**src/rtl/bridge_pkg.sv**
```systemverilog
// Shared types and width helpers for the element-packing bridges.
package bridge_pkg;

  typedef enum logic {
    ORDER_LSB_FIRST = 1'b0,
    ORDER_MSB_FIRST = 1'b1
  } order_t;

  function automatic int min_cnt(input int a, input int b);
    return (a < b) ? a : b;
  endfunction

  function automatic int keep_width(input int dout_w);
    return $clog2(dout_w + 1);
  endfunction

  function automatic int cnti_width(input int din_w);
    return $clog2(din_w + 1);
  endfunction

endpackage

```
**src/rtl/bridge_align.sv**
```systemverilog
// Drops the low cnt elements of din into the accumulator starting at element offset.
module bridge_align #(
  parameter int DIN_W  = 4,
  parameter int ACC_N  = 12,
  parameter int DATA_W = 8
) (
  input  logic [ACC_N-1:0][DATA_W-1:0]   acc_in,
  input  logic [DIN_W-1:0][DATA_W-1:0]   din,
  input  logic [$clog2(DIN_W+1)-1:0]     cnt,
  input  logic [$clog2(ACC_N+1)-1:0]     offset,
  output logic [ACC_N-1:0][DATA_W-1:0]   acc_out
);

  logic [ACC_N-1:0][DATA_W-1:0] ext;

  // acc_in is zero above offset, so an OR merges without clobbering held elements
  always_comb begin
    ext = '0;
    for (int i = 0; i < DIN_W; i++) begin
      if (i < int'(cnt)) ext[i] = din[i];
    end
    acc_out = acc_in | (ext << (DATA_W * int'(offset)));
  end

endmodule

```
**src/rtl/bridge_pack.sv**
```systemverilog
// Packs variable-occupancy input beats densely into fixed-width output words,
// flushing a partial word with an element count at packet end.
module bridge_pack
  import bridge_pkg::*;
#(
  parameter int     DIN_W  = 4,
  parameter int     DOUT_W = 8,
  parameter int     DATA_W = 8,
  parameter order_t ORDER  = ORDER_LSB_FIRST,
  parameter int     CNTI_W = cnti_width(DIN_W),
  parameter int     KEEP_W = keep_width(DOUT_W),
  parameter int     ACC_N  = DOUT_W + DIN_W
) (
  input  logic                           clk,
  input  logic                           rst,
  input  logic                           vld_i,
  input  logic [DIN_W-1:0][DATA_W-1:0]   din,
  input  logic [CNTI_W-1:0]              cnt_i,
  input  logic                           last_i,
  output logic                           rdy_o,
  output logic                           vld_o,
  output logic [DOUT_W-1:0][DATA_W-1:0]  dout,
  output logic [KEEP_W-1:0]              keep_o,
  output logic                           last_o,
  input  logic                           rdy_i
);

  localparam int CNT_W = $clog2(ACC_N + 1);

  logic [ACC_N-1:0][DATA_W-1:0] acc_q, acc_d, acc_shift;
  logic [CNT_W-1:0]             cnt_q, cnt_d, removed, base;
  logic                         last_pend_q, last_pend_d;
  logic                         accept, fire;
  logic [CNTI_W-1:0]            cnt_clamp, cnt_add;

  always_ff @(posedge clk or posedge rst) begin
    if (rst) begin
      acc_q       <= '0;
      cnt_q       <= '0;
      last_pend_q <= 1'b0;
    end else begin
      acc_q       <= acc_d;
      cnt_q       <= cnt_d;
      last_pend_q <= last_pend_d;
    end
  end

  always_comb begin
    vld_o  = (cnt_q >= CNT_W'(DOUT_W)) || last_pend_q;
    keep_o = KEEP_W'(min_cnt(int'(cnt_q), DOUT_W));
    last_o = last_pend_q && (cnt_q <= CNT_W'(DOUT_W));
  end

  assign fire      = vld_o && rdy_i;
  assign rdy_o     = !rst && !last_pend_q && ((cnt_q < CNT_W'(DOUT_W)) || fire);
  assign accept    = vld_i && rdy_o;
  assign cnt_clamp = CNTI_W'(min_cnt(int'(cnt_i), DIN_W));
  assign cnt_add   = accept ? cnt_clamp : '0;

  // The outgoing word leaves first, so the new beat lands right after what survives
  assign removed   = fire ? CNT_W'(keep_o) : '0;
  assign base      = cnt_q - removed;
  assign acc_shift = acc_q >> (DATA_W * int'(removed));
  assign cnt_d     = base + CNT_W'(cnt_add);

  bridge_align #(
    .DIN_W (DIN_W),
    .ACC_N (ACC_N),
    .DATA_W(DATA_W)
  ) u_align (
    .acc_in (acc_shift),
    .din    (din),
    .cnt    (cnt_add),
    .offset (base),
    .acc_out(acc_d)
  );

  always_comb begin
    last_pend_d = last_pend_q;
    if (fire && last_o)   last_pend_d = 1'b0;
    if (accept && last_i) last_pend_d = 1'b1;
  end

  always_comb begin
    dout = '0;
    for (int k = 0; k < DOUT_W; k++) begin
      if (k < int'(keep_o)) begin
        if (ORDER == ORDER_MSB_FIRST) dout[DOUT_W-1-k] = acc_q[k];
        else                          dout[k]          = acc_q[k];
      end
    end
  end

endmodule

```
**config.mk**
```make
export PLATFORM = sky130hd
export DESIGN_NAME = bridge_pack
export DESIGN_NICKNAME = d
export VERILOG_FILES = /design/src/rtl/bridge_pkg.sv /design/src/rtl/bridge_align.sv /design/src/rtl/bridge_pack.sv
export SDC_FILE = /design/constraint.sdc
export NUM_CORES = 1
export LEC_CHECK = 0
export ABC_CLOCK_PERIOD_IN_PS = 4760
export CORE_MARGIN = 3
export CORE_UTILIZATION = 35
export DETAILED_ROUTE_END_ITERATION = 10
export GPL_TIMING_DRIVEN = 0
export PLACE_DENSITY_LB_ADDON = 0.08
export SLEW_MARGIN = 20
export SYNTH_ARGS = -nofsm -noshare
export SYNTH_HDL_FRONTEND = slang
export SYNTH_SLANG_ARGS = --single-unit
```
**constraint.sdc**
```tcl
create_clock -name clk -period 4.76 [get_ports clk]
set_input_delay 0.476 -clock clk [delete_from_list [all_inputs] [get_ports clk]]
set_output_delay 0.476 -clock clk [all_outputs]
set_load 0.05 [all_outputs]
```
==> results_dict.tcl <==
set metrics [dict create \
    design.final.nets 1192 \
    start_util_pct 35.8 \
    core_area_um2 24500 \
    grt_pass1_vias 9167 \
    initial_antenna_violation_count 1 \
    num_vias 9414 \
    postCtsHoldBufs 0 \
    area_share_of_the_largest_cell_type_after_synthesis_pct 28.8 \
    rd_place_congestion 0.989 \
    timing_max_transition_violations_final 0 \
    synth_edf_count 0 \
    design_area_um2 10600 \
    post-dp-hpwl_um 33500 \
    design.die.area_um2 27000 \
    final_hold_viol_count 0 \
    timing.final.crit_share_pct 95.6 \
    floorplan.die.width_um 164 \
    cap_violations 0 \
    async_flop_share_pct 100 \
    layout_common_cells "134 x sky130_fd_sc_hd__nand2_1, 108 x sky130_fd_sc_hd__clkdlybuf4s50_1, 101 x sky130_fd_sc_hd__dfrtp_1, 76 x sky130_fd_sc_hd__mux2i_1, 67 x sky130_fd_sc_hd__nand3_1" \
    slew-limit-headroom_pct 29.1 \
    drt_iter0_drc 1471 \
    critical_path.n_buffers_inverters 6 \
    avgViaCountPerCell 6.39 \
    p_int_mw 3.21 \
    timing.fmax_mhz 220 \
    power.density_nw_per_um2 703 \
    die_h_um 164 \
    critical_path.cell_chain "clkbuf_1, and4b_1, clkbuf_1, inv_2, clkbuf_1, ha_1, nand3b_1, and3_1, buf_6, nor3_1, buf_1, o21ai_0, nand3_1" \
    grt_setup_unrepaired "no" \
    startpoint_type "flip-flop" \
    yosys.cell_types.count 76 \
    yosys.area.top_type "sky130_fd_sc_hd__dfrtp_1" \
    post_layout_nonfiller_instances 1473 \
    pwr-share-comb_pct 67.3 \
    cts.sink_count 101 \
    delay_contributed_by_the_slowest_stage_of_the_critical_path_ns 0.66 \
    setup.worst_path.end_class "flip-flop" \
    count_of_nets_left_with_antenna_violations_after_detail_routing 0 \
    synth.avg_cell_area_um2 8.57 \
    critical_path_class "flip-flop to flip-flop" \
    dp.cells 1457 \
    crit_required_ns 5.06 \
    p_sw_mw 4.25 \
    setup_violations 0 \
    detailedRoute.firstPassIterationCount 7 \
    post_drt_wl_per_cell_um 29.3 \
    drt_drc_violations_left 0 \
    totalNegativeSetupSlack_ns 0 \
    timing.rr.start "cnt_q[2]" \
    placementRows 57 \
    power.clock.fraction_pct 10.4 \
    top_level_ports 111 \
    clock_tree.root_cell "sky130_fd_sc_hd__clkbuf_16" \
    n_antenna_cell 0 \
    sw_frac_of_total_pct 57.0 \
    path_clk_slew_ns 0.08 \
    critical_path_arrival_ns 4.85 \
    global_route_wire_length_before_repair_um 63000 \
    globalRouteOverflowTotal 0 \
    grt_start_max_net_pins 75 \
    gr-usage-all-layers_pct 31.9 \
    cts_buffers 9 \
    syn2layout_area_growth_pct 21.0 \
    leakagePower_nw 4.62 \
    slew_worst_pin_ns 1.06 \
    port_buffers 108 \
    number_of_fill_cells_in_the_layout 2491 \
    worst_skew_pair.late_latency_ns 0.38 \
    drive_above_1_share_pct 9.92 \
    synth-warning-count 0 \
    timing.rr.end "acc_q[32]" \
    detailed_place.area_um2 10300 \
    critical-path-top-delay-family "buffers and inverters" \
    critPathSlowestCell "sky130_fd_sc_hd__buf_1" \
    syn_inst 1023 \
    reg2reg_slack_ns 0.21 \
    reg2regPathDepth 13 \
    netlist_area_um2 8760 \
    seq_power_share_pct 22.4 \
    outcome "completed" \
    synth_area_leaders "sky130_fd_sc_hd__dfrtp_1 29%, sky130_fd_sc_hd__mux2i_1 8.7%, sky130_fd_sc_hd__nand2_1 5.7%" \
    synth-main-ff-cell "sky130_fd_sc_hd__dfrtp_1" \
    timing.final.crit_period_ns 4.55 \
    cts_max_path_buffers 2 \
    synth_seq_cells 101 \
    vdd_ir_max_mv 0.294 \
    mappedNetlistNets 1071 \
    clock_tree.htree_level_count 3 \
    hold_path.class "primary input to asynchronous set/reset pin" \
    drt-total-wl_um 43100 \
    cts_tree "done" \
    critical_path.most_common_cell "sky130_fd_sc_hd__clkbuf_1" \
    layout_commonest_cell "sky130_fd_sc_hd__nand2_1" \
    cp_max_fo 10 \
    synth.yosys.seq_area_share_pct 28.8 \
    clock-skew-final_ns 0.0128 \
]
==> power by group through the flow <==
stage / combinational, mW / sequential, mW / clock [mW]
6_report: 5.01 / 1.67 / 0.774
5_1_grt: 5.29 / 1.69 / 0.802
4_1_cts: 4.90 / 1.63 / 0.770
3_5_place_dp: 4.88 / 1.65 / 0
3_3_place_gp: 4.86 / 1.65 / 0
2_1_floorplan: 3.27 / 1.44 / 0
==> logic make-up (layout without fill, tap and decap cells) <==
group	after synthesis	count (layout)	synth area share, %
compound gates	321	321	27.8
xor+xnor	3	3	0.386
fa+ha+maj	8	8	1.31
buf+inv	109	235	5.81
flops	101	101	28.8
mux	103	103	14.3
simple gates	378	378	21.5
==> worst max path at each step <==
stage / start / end / slack [ns] / cells past startpoint
floorplan: rdy_i / acc_q[38] / 1.24 / 16
global placement: rst / acc_q[31] / -0.34 / 2
detailed placement: rdy_i / acc_q[38] / 0.03 / 16
CTS: cnt_q[3] / acc_q[38] / 0.07 / 15
global route: cnt_q[2] / acc_q[32] / 0.02 / 12
finish: cnt_q[2] / acc_q[32] / 0.21 / 13
==> timing repair <==
action / CTS / global route
buffers inserted: 0 / 0
endpoints found under the hold margin: 0 / 0
gates resized for setup: 0 / 8
setup endpoints to repair: 0 / 10
==> cell usage after synthesis (all sizes together) (13+ instances only) <==
master,instances
a211o,13
nor2b,44
clkbuf,49
dfrtp,101
nand3,67
o211ai,24
a211oi,14
and3,17
a32oi,32
o21ai,48
mux4,17
o2bb2ai,16
nor2,45
a221o,20
a21oi,27
o21a,14
a22oi,36
mux2i,76
nand2,137
buf,49
and2,33
==> layer usage <==
layer  wire length, µm  GRT usage, %  vias up
met5                13             0        -
met4               898          8.57        2
met3              4730          7.69       71
met2             18900          48.9      617
met1             18600          45.1     4582
li1                  -             -     4142
==> cell type report <==
type / count / area, µm² / area share [%]
inverters: 11 / 46.3 / 0.437
clock buffers: 9 / 225 / 2.12
plain buffers: 98 / 474 / 4.47
clock inverters: 7 / 65.1 / 0.614
repair buffers: 110 / 1110 / 10.5
multi-input cells: 813 / 5750 / 54.2
well taps: 324 / 405 / 3.82
flip-flops and latches: 101 / 2530 / 23.8
==> stage by stage <==
step	setup slack [ns]	util [%]	hold WS (ns)	power (mW)
after global routing	0.0166	43.3	0.530	7.78
after CTS	0.0716	43.3	0.503	7.30
after global placement	-0.337	41.9	0.617	6.52
final	0.209	43.3	0.488	7.46
after floorplan	1.24	-	0.536	4.71
after detailed placement	0.0306	42.1	0.622	6.53
==> state kept, by name, indices dropped and copies added, names as in the netlist <==
register / cells
acc_q: 96
cnt_q: 4
last_pend_q: 1
No activity file was read; power rests on OpenSTA's default activity.
